==> src/rtl/mergelist_loader_pkg.sv <==
// Shared constants for the mergesort word memory and its serial loader.
package mergelist_loader_pkg;

  localparam int ML_WORD_W = 8;
  localparam int ML_DEPTH  = 32;
  localparam int ML_ADDR_W = 5;

  // Same encodings as the sort stages so state can be probed uniformly.
  localparam logic [1:0] ST_IDLE  = 2'd0;
  localparam logic [1:0] ST_SHIFT = 2'd1;
  localparam logic [1:0] ST_DONE  = 2'd2;

endpackage

==> src/rtl/mergelist_loader_if.sv <==
// Word-memory write port: req held until ack, address/data stable while req high.
interface mergelist_loader_if
  import mergelist_loader_pkg::*;
#(
  parameter int WORD_W = ML_WORD_W,
  parameter int ADDR_W = ML_ADDR_W
);
  logic              mem_we;
  logic [ADDR_W-1:0] mem_addr;
  logic [WORD_W-1:0] mem_wdata;
  logic              mem_ack;

  modport master (output mem_we, output mem_addr, output mem_wdata, input mem_ack);
  modport slave  (input mem_we, input mem_addr, input mem_wdata, output mem_ack);
endinterface

==> src/rtl/mergelist_loader_shifter.sv <==
// Serial-to-parallel shifter with bit counter; MSB arrives first.
// Latency: word/word_complete are combinational on the WORD_W-th sampled bit.
// Backpressure: none; the parent decides whether a completed word is kept.
module mergelist_loader_shifter #(
  parameter int WORD_W = 8
) (
  input  logic              clock,
  input  logic              reset,
  input  logic              clear,
  input  logic              shift_en,
  input  logic              bit_in,
  output logic [WORD_W-1:0] word,
  output logic              word_complete
);
  localparam int CNT_W = (WORD_W > 1) ? $clog2(WORD_W) : 1;
  localparam logic [CNT_W-1:0] LAST_BIT = CNT_W'(WORD_W - 1);

  logic [WORD_W-1:0] shreg;
  logic [CNT_W-1:0]  bit_cnt;

  always_ff @(posedge clock or posedge reset) begin
    if (reset) begin
      shreg   <= '0;
      bit_cnt <= '0;
    end else if (clear) begin
      shreg   <= '0;
      bit_cnt <= '0;
    end else if (shift_en) begin
      shreg   <= {shreg[WORD_W-2:0], bit_in};
      bit_cnt <= (bit_cnt == LAST_BIT) ? '0 : bit_cnt + CNT_W'(1);
    end
  end

  // Expose the word including the bit being sampled so the parent can capture it at this edge.
  assign word          = {shreg[WORD_W-2:0], bit_in};
  assign word_complete = shift_en && (bit_cnt == LAST_BIT);

endmodule

==> src/rtl/mergelist_loader.sv <==
// Loads DEPTH serial MSB-first words into addresses 0..DEPTH-1 of the sort memory.
// Latency: mem_we rises the cycle after a word's last bit; load_done 2 cycles after last bit with ack tied high.
// Backpressure: one-word hold register; a word completing while a write is still unacked is dropped (overrun).
module mergelist_loader
  import mergelist_loader_pkg::*;
#(
  parameter int WORD_W = ML_WORD_W,
  parameter int DEPTH  = ML_DEPTH,
  parameter int ADDR_W = ML_ADDR_W
) (
  input  logic               clock,
  input  logic               reset,
  input  logic               start,
  input  logic               serial_valid,
  input  logic               serial_in,
  mergelist_loader_if.master mem,
  output logic               busy,
  output logic               load_done,
  output logic               overrun
);
  localparam int CNT_W = ADDR_W + 1;
  localparam logic [CNT_W-1:0]  FULL_CNT  = CNT_W'(DEPTH);
  localparam logic [ADDR_W-1:0] LAST_ADDR = ADDR_W'(DEPTH - 1);

  logic [1:0]        state;
  logic [CNT_W-1:0]  word_cnt;
  logic              accept_start;
  logic              list_full;
  logic              shift_en;
  logic              hold_free;
  logic              write_xfer;
  logic              last_xfer;
  logic [WORD_W-1:0] word;
  logic              word_complete;

  assign accept_start = start && (state != ST_SHIFT);
  // word_cnt counts captured words, so it is also the address of the next word.
  assign list_full    = (word_cnt == FULL_CNT);
  assign shift_en     = (state == ST_SHIFT) && serial_valid && !list_full;
  assign write_xfer   = mem.mem_we && mem.mem_ack;
  assign hold_free    = !mem.mem_we || mem.mem_ack;
  assign last_xfer    = write_xfer && (mem.mem_addr == LAST_ADDR);

  mergelist_loader_shifter #(
    .WORD_W (WORD_W)
  ) u_shifter (
    .clock         (clock),
    .reset         (reset),
    .clear         (accept_start),
    .shift_en      (shift_en),
    .bit_in        (serial_in),
    .word          (word),
    .word_complete (word_complete)
  );

  always_ff @(posedge clock or posedge reset) begin
    if (reset) begin
      state         <= ST_IDLE;
      word_cnt      <= '0;
      busy          <= 1'b0;
      load_done     <= 1'b0;
      overrun       <= 1'b0;
      mem.mem_we    <= 1'b0;
      mem.mem_addr  <= '0;
      mem.mem_wdata <= '0;
    end else if (accept_start) begin
      state     <= ST_SHIFT;
      word_cnt  <= '0;
      busy      <= 1'b1;
      load_done <= 1'b0;
      overrun   <= 1'b0;
    end else if (state == ST_SHIFT) begin
      if (word_complete) begin
        if (hold_free) begin
          mem.mem_we    <= 1'b1;
          mem.mem_addr  <= word_cnt[ADDR_W-1:0];
          mem.mem_wdata <= word;
          word_cnt      <= word_cnt + CNT_W'(1);
        end else begin
          overrun <= 1'b1;
        end
      end else if (write_xfer) begin
        mem.mem_we <= 1'b0;
      end
      if (last_xfer) begin
        state     <= ST_DONE;
        busy      <= 1'b0;
        load_done <= 1'b1;
      end
    end
  end

endmodule
==> src/flat_wrapper.sv <==
// flat-port wrapper written by rule: the top's interface ports become plain ports
module mergelist_loader_flat import mergelist_loader_pkg::*;
#(
  parameter int WORD_W = ML_WORD_W,
  parameter int DEPTH  = ML_DEPTH,
  parameter int ADDR_W = ML_ADDR_W
)
  (clock, reset, start, serial_valid, serial_in, busy, load_done, overrun, mem_mem_we, mem_mem_addr, mem_mem_wdata, mem_mem_ack);
  mergelist_loader_if #(.WORD_W(WORD_W), .ADDR_W(ADDR_W)) mem_i ();
  input  logic clock;
  input  logic reset;
  input  logic start;
  input  logic serial_valid;
  input  logic serial_in;
  output logic busy;
  output logic load_done;
  output logic overrun;
  output wire logic [$bits(mem_i.mem_we)-1:0] mem_mem_we;
  output wire logic [$bits(mem_i.mem_addr)-1:0] mem_mem_addr;
  output wire logic [$bits(mem_i.mem_wdata)-1:0] mem_mem_wdata;
  input wire logic [$bits(mem_i.mem_ack)-1:0] mem_mem_ack;
  assign mem_mem_we = mem_i.mem_we;
  assign mem_mem_addr = mem_i.mem_addr;
  assign mem_mem_wdata = mem_i.mem_wdata;
  assign mem_i.mem_ack = mem_mem_ack;
  mergelist_loader #(.WORD_W(WORD_W), .DEPTH(DEPTH), .ADDR_W(ADDR_W)) u_core (.clock(clock), .reset(reset), .start(start), .serial_valid(serial_valid), .serial_in(serial_in), .mem(mem_i), .busy(busy), .load_done(load_done), .overrun(overrun));
endmodule
==> config.mk <==
export PLATFORM = sky130hd
export DESIGN_NAME = mergelist_loader_flat
export DESIGN_NICKNAME = d
export VERILOG_FILES = /design/src/rtl/mergelist_loader_pkg.sv /design/src/rtl/mergelist_loader_if.sv /design/src/rtl/mergelist_loader_shifter.sv /design/src/rtl/mergelist_loader.sv /design/src/flat_wrapper.sv
export SDC_FILE = /design/constraint.sdc
export NUM_CORES = 1
export LEC_CHECK = 0
export BUFFER_PORTS_ARGS = -buffer_cell sky130_fd_sc_hd__clkbuf_2
export CORE_ASPECT_RATIO = 1.25
export CORE_MARGIN = 5
export CORE_UTILIZATION = 55
export DETAILED_ROUTE_END_ITERATION = 10
export PLACE_DENSITY = 0.78
export SYNTH_ARGS = -nofsm -noshare
export SYNTH_HDL_FRONTEND = slang
export SYNTH_SLANG_ARGS = --single-unit
export TNS_END_PERCENT = 20
==> constraint.sdc <==
create_clock -name clock -period 3.5 [get_ports clock]
set_input_delay 0.35 -clock clock [delete_from_list [all_inputs] [get_ports clock]]
set_output_delay 0.35 -clock clock [all_outputs]
set_load 0.005 [all_outputs]
==> flow_metrics.py <==
metrics = {
    "synth": {
        "yosysMostFrequentCell": "dfrtp_1",
        "synthCells": 133,
        "synth_top_cell_by_area": "dfrtp_1",
        "synth_warnings": 0,
        "synth_top_area_share_pct": 56.4,
        "syn_area_per_cell_um2": 11.0,
        "syn_area_mm2": 0.00147,
        "synth-main-ff-cell": "dfrtp_1",
        "synth-edff-count": 0,
        "ys_ff_latch": 33,
        "async_flop_share_pct": 100,
        "ys_seq_area_share_pct": 56.4,
        "synthTopCellsByCount": "dfrtp_1 (33), nand2_1 (28), o21ai_0 (10), inv_1 (8), mux2_2 (7)",
        "synth_cell_types": 29,
        "synth_area_leaders": "dfrtp_1 (56%), nand2_1 (7.2%), mux2_2 (5.4%)",
        "syn_nets": 143,
    },
    "place": {
        "routabilityCongestion": 0.779,
        "place_area_mm2": 0.00161,
        "dp_hpwl_um": 2020,
        "port_buffers": 22,
    },
    "sta": {
        "whs_ns": 0.0727,
        "max_slew_margin_pct": 37.0,
        "max_freq_mhz": 462,
        "worst_pin_slew_ns": 0.943,
        "fin_crit_sh_pct": 61.8,
        "hold_violations": 0,
        "drv_slew": 0,
        "fin_crit_ns": 2.16,
        "rsz0062_at_grt": "no",
        "finalSetupTns_ns": 0,
        "fin_worst_skew_ns": 0.0122,
        "setup_viol": 0,
    },
    "power": {
        "power_density_mw_per_mm2": 657,
        "vdd_drop_max_mv": 0.535,
        "total_leakage_power_nw": 0.860,
        "total_power_mw": 1.11,
    },
    "clocking": {
        "cts_resized": 0,
        "cts_sinks": 33,
        "root_buffer": "clkbuf_4",
        "clk_latency_ns": 0.33,
        "cts_hold_buf": 0,
        "clock_path_buffers": 2,
        "cts_setup_buffers": 0,
        "cts_buffers": 5,
        "path_clk_slew_ns": 0.10,
        "cts_tree": "done",
        "cts_max_level": 2,
    },
    "die": {
        "core-area_mm2": 0.00263,
        "initial_core_util_pct": 55.8,
        "die_area_mm2": 0.00380,
        "die_h_um": 67.7,
        "ios": 23,
        "die_x_um": 56.2,
        "num_rows": 21,
    },
    "cells_and_area": {
        "utilization_pct": 64.4,
        "drive_gt1_share_pct": 25.0,
        "nNetsFinal": 169,
        "fin_area_mm2": 0.00169,
        "area_growth_pct": 15.5,
        "num_antenna_cells": 0,
    },
    "setup_path": {
        "endpoint_kind": "register",
        "crit_start": "u_core.word_cnt[0]",
        "cp_slowest_cell": "a211oi_4",
        "cpPeakStageDelay_ns": 0.79,
        "critPathLaunchType": "register",
        "crit_buf_inv": 1,
        "critPathKind": "register to register",
        "cp_num_cells": 5,
        "r2r_cells": 5,
        "regToRegStartpoint": "u_core.word_cnt[0]",
        "critPathTopFamily": "compound AO/OA/AOI/OAI gates",
        "crit_chain": "inv_1 -> ha_1 -> nor4b_4 -> a211oi_4 -> mux2_2",
        "critPathRequiredTime_ns": 3.71,
        "worstPathArrival_ns": 2.37,
        "path_max_fanout": 17,
    },
    "min_path": {
        "hp-class": "primary input to async pin",
    },
    "global_route": {
        "grtUsageMet2_pct": 28.4,
        "grt_pass1_wl_um": 4620,
        "antenna_found_initial": 0,
        "grt_pass1_vias": 1039,
        "gr-usage-met3_pct": 4.97,
        "grt_start_max_net_pins": 21,
        "top_usage_layer": "met2",
        "met1_usage_pct": 17.9,
        "grtUsageTotal_pct": 16.1,
        "gr-total-overflow": 0,
    },
    "status": {
        "outcome": "completed",
    },
    "route": {
        "detail_route.drc_violations": 0,
        "wl_per_cell_um": 13.7,
        "via_per_inst": 5.37,
        "antenna_left": 0,
        "drt_iter0_drc": 22,
        "firstDrtPassIters": 4,
        "finalWirelength_um": 2660,
        "vias": 1042,
    },
    "job": {
        "maxCapViolCount": 0,
    },
}
## stage by stage
step,setup slack (ns),instances
finish,1.34,194
global route,1.19,194
CTS,1.36,194
detailed placement,1.37,186
global placement,1.42,186
floorplan,1.72,133
## power by group
group / total, mW / switching [mW] / internal, mW
registers: 0.558 / 0.0786 / 0.480
clock network: 0.293 / 0.122 / 0.171
logic: 0.262 / 0.124 / 0.138
total: 1.11 / 0.325 / 0.788
## placed cells by master, fill, tap and decap left out
master / instances
dfrtp_1: 33
nand2_1: 28
clkbuf_2: 22
o21ai_0: 10
inv_1: 8
mux2_2: 7
nor2_1: 6
mux2_1: 5
clkbuf_4: 5
ha_1: 4
nand4_1: 3
o31ai_1: 3
nand2b_1: 2
and2_1: 2
o211ai_1: 2
o21ai_1: 2
nand3_1: 2
nor4b_4: 1
nor2b_1: 1
nand4b_1: 1
a211oi_4: 1
and4b_1: 1
a211oi_2: 1
nor3_1: 1
a21o_1: 1
xnor2_1: 1
mux2i_1: 1
xor2_1: 1
a31oi_1: 1
clkbuf_1: 1
bufinv_16: 1
clkbuf_8: 1
buf_4: 1
## metal layers
metal,wire length (um),share of wire (%)
met2,1370,52
met4,41,1.5
met1,1090,41
met5,0,0
met3,155,5.8
## cell type report
cell class / count / area, um^2
Inverter: 8 / 30.0
Timing Repair Buffer: 23 / 118
Fill cell: 229 / 935
Clock inverter: 1 / 30.0
Sequential cell: 33 / 826
Clock buffer: 7 / 55.1
Tap cell: 34 / 42.5
Multi-Input combinational cell: 88 / 592
## worst paths after layout
path                                               end  slack, ns
min in group clock           u_core.u_shifter.shreg[0]       0.25
min                        u_core.u_shifter.bit_cnt[2]       0.07
max reg2reg                    u_core.mem.mem_wdata[5]       1.34
min reg2reg                    u_core.mem.mem_wdata[2]       0.49
max                            u_core.mem.mem_wdata[5]       1.34
max in group asynchronous       u_core.mem.mem_addr[2]       2.78
## logic make-up (layout without fill, tap and decap cells)
family | count (synthesis) | after routing | synth area share (%)
AND/OR/NAND/NOR | 48 | 48 | 16.1
flip-flops | 33 | 33 | 56.4
AO/OA/AOI/OAI | 21 | 21 | 9.48
multiplexers | 13 | 13 | 9.91
buffers and inverters | 12 | 39 | 3.59
adder cells (fa/ha/maj) | 4 | 4 | 3.42
XOR/XNOR | 2 | 2 | 1.20
## worst register-to-register path: cells and delay by family (launching register included)
family                     cells  cell delay (ns)
muxes                          1             0.42
buffers and inverters          1             0.07
DFF                            1             0.44
AOI/OAI and AO/OA              1             0.79
and+or+nand+nor                1             0.14
adders and majority gates      1             0.19
## registers in the layout, summed over array words and instances, names as in the netlist
register	count
u_core.mem.mem_wdata	8
u_core.u_shifter.bit_cnt	3
u_core.state	1
u_core.word_cnt	6
u_core.load_done	1
u_core.mem.mem_we	1
u_core.overrun	1
u_core.mem.mem_addr	5
u_core.u_shifter.shreg	7
No activity file was read; power rests on OpenSTA's default activity.
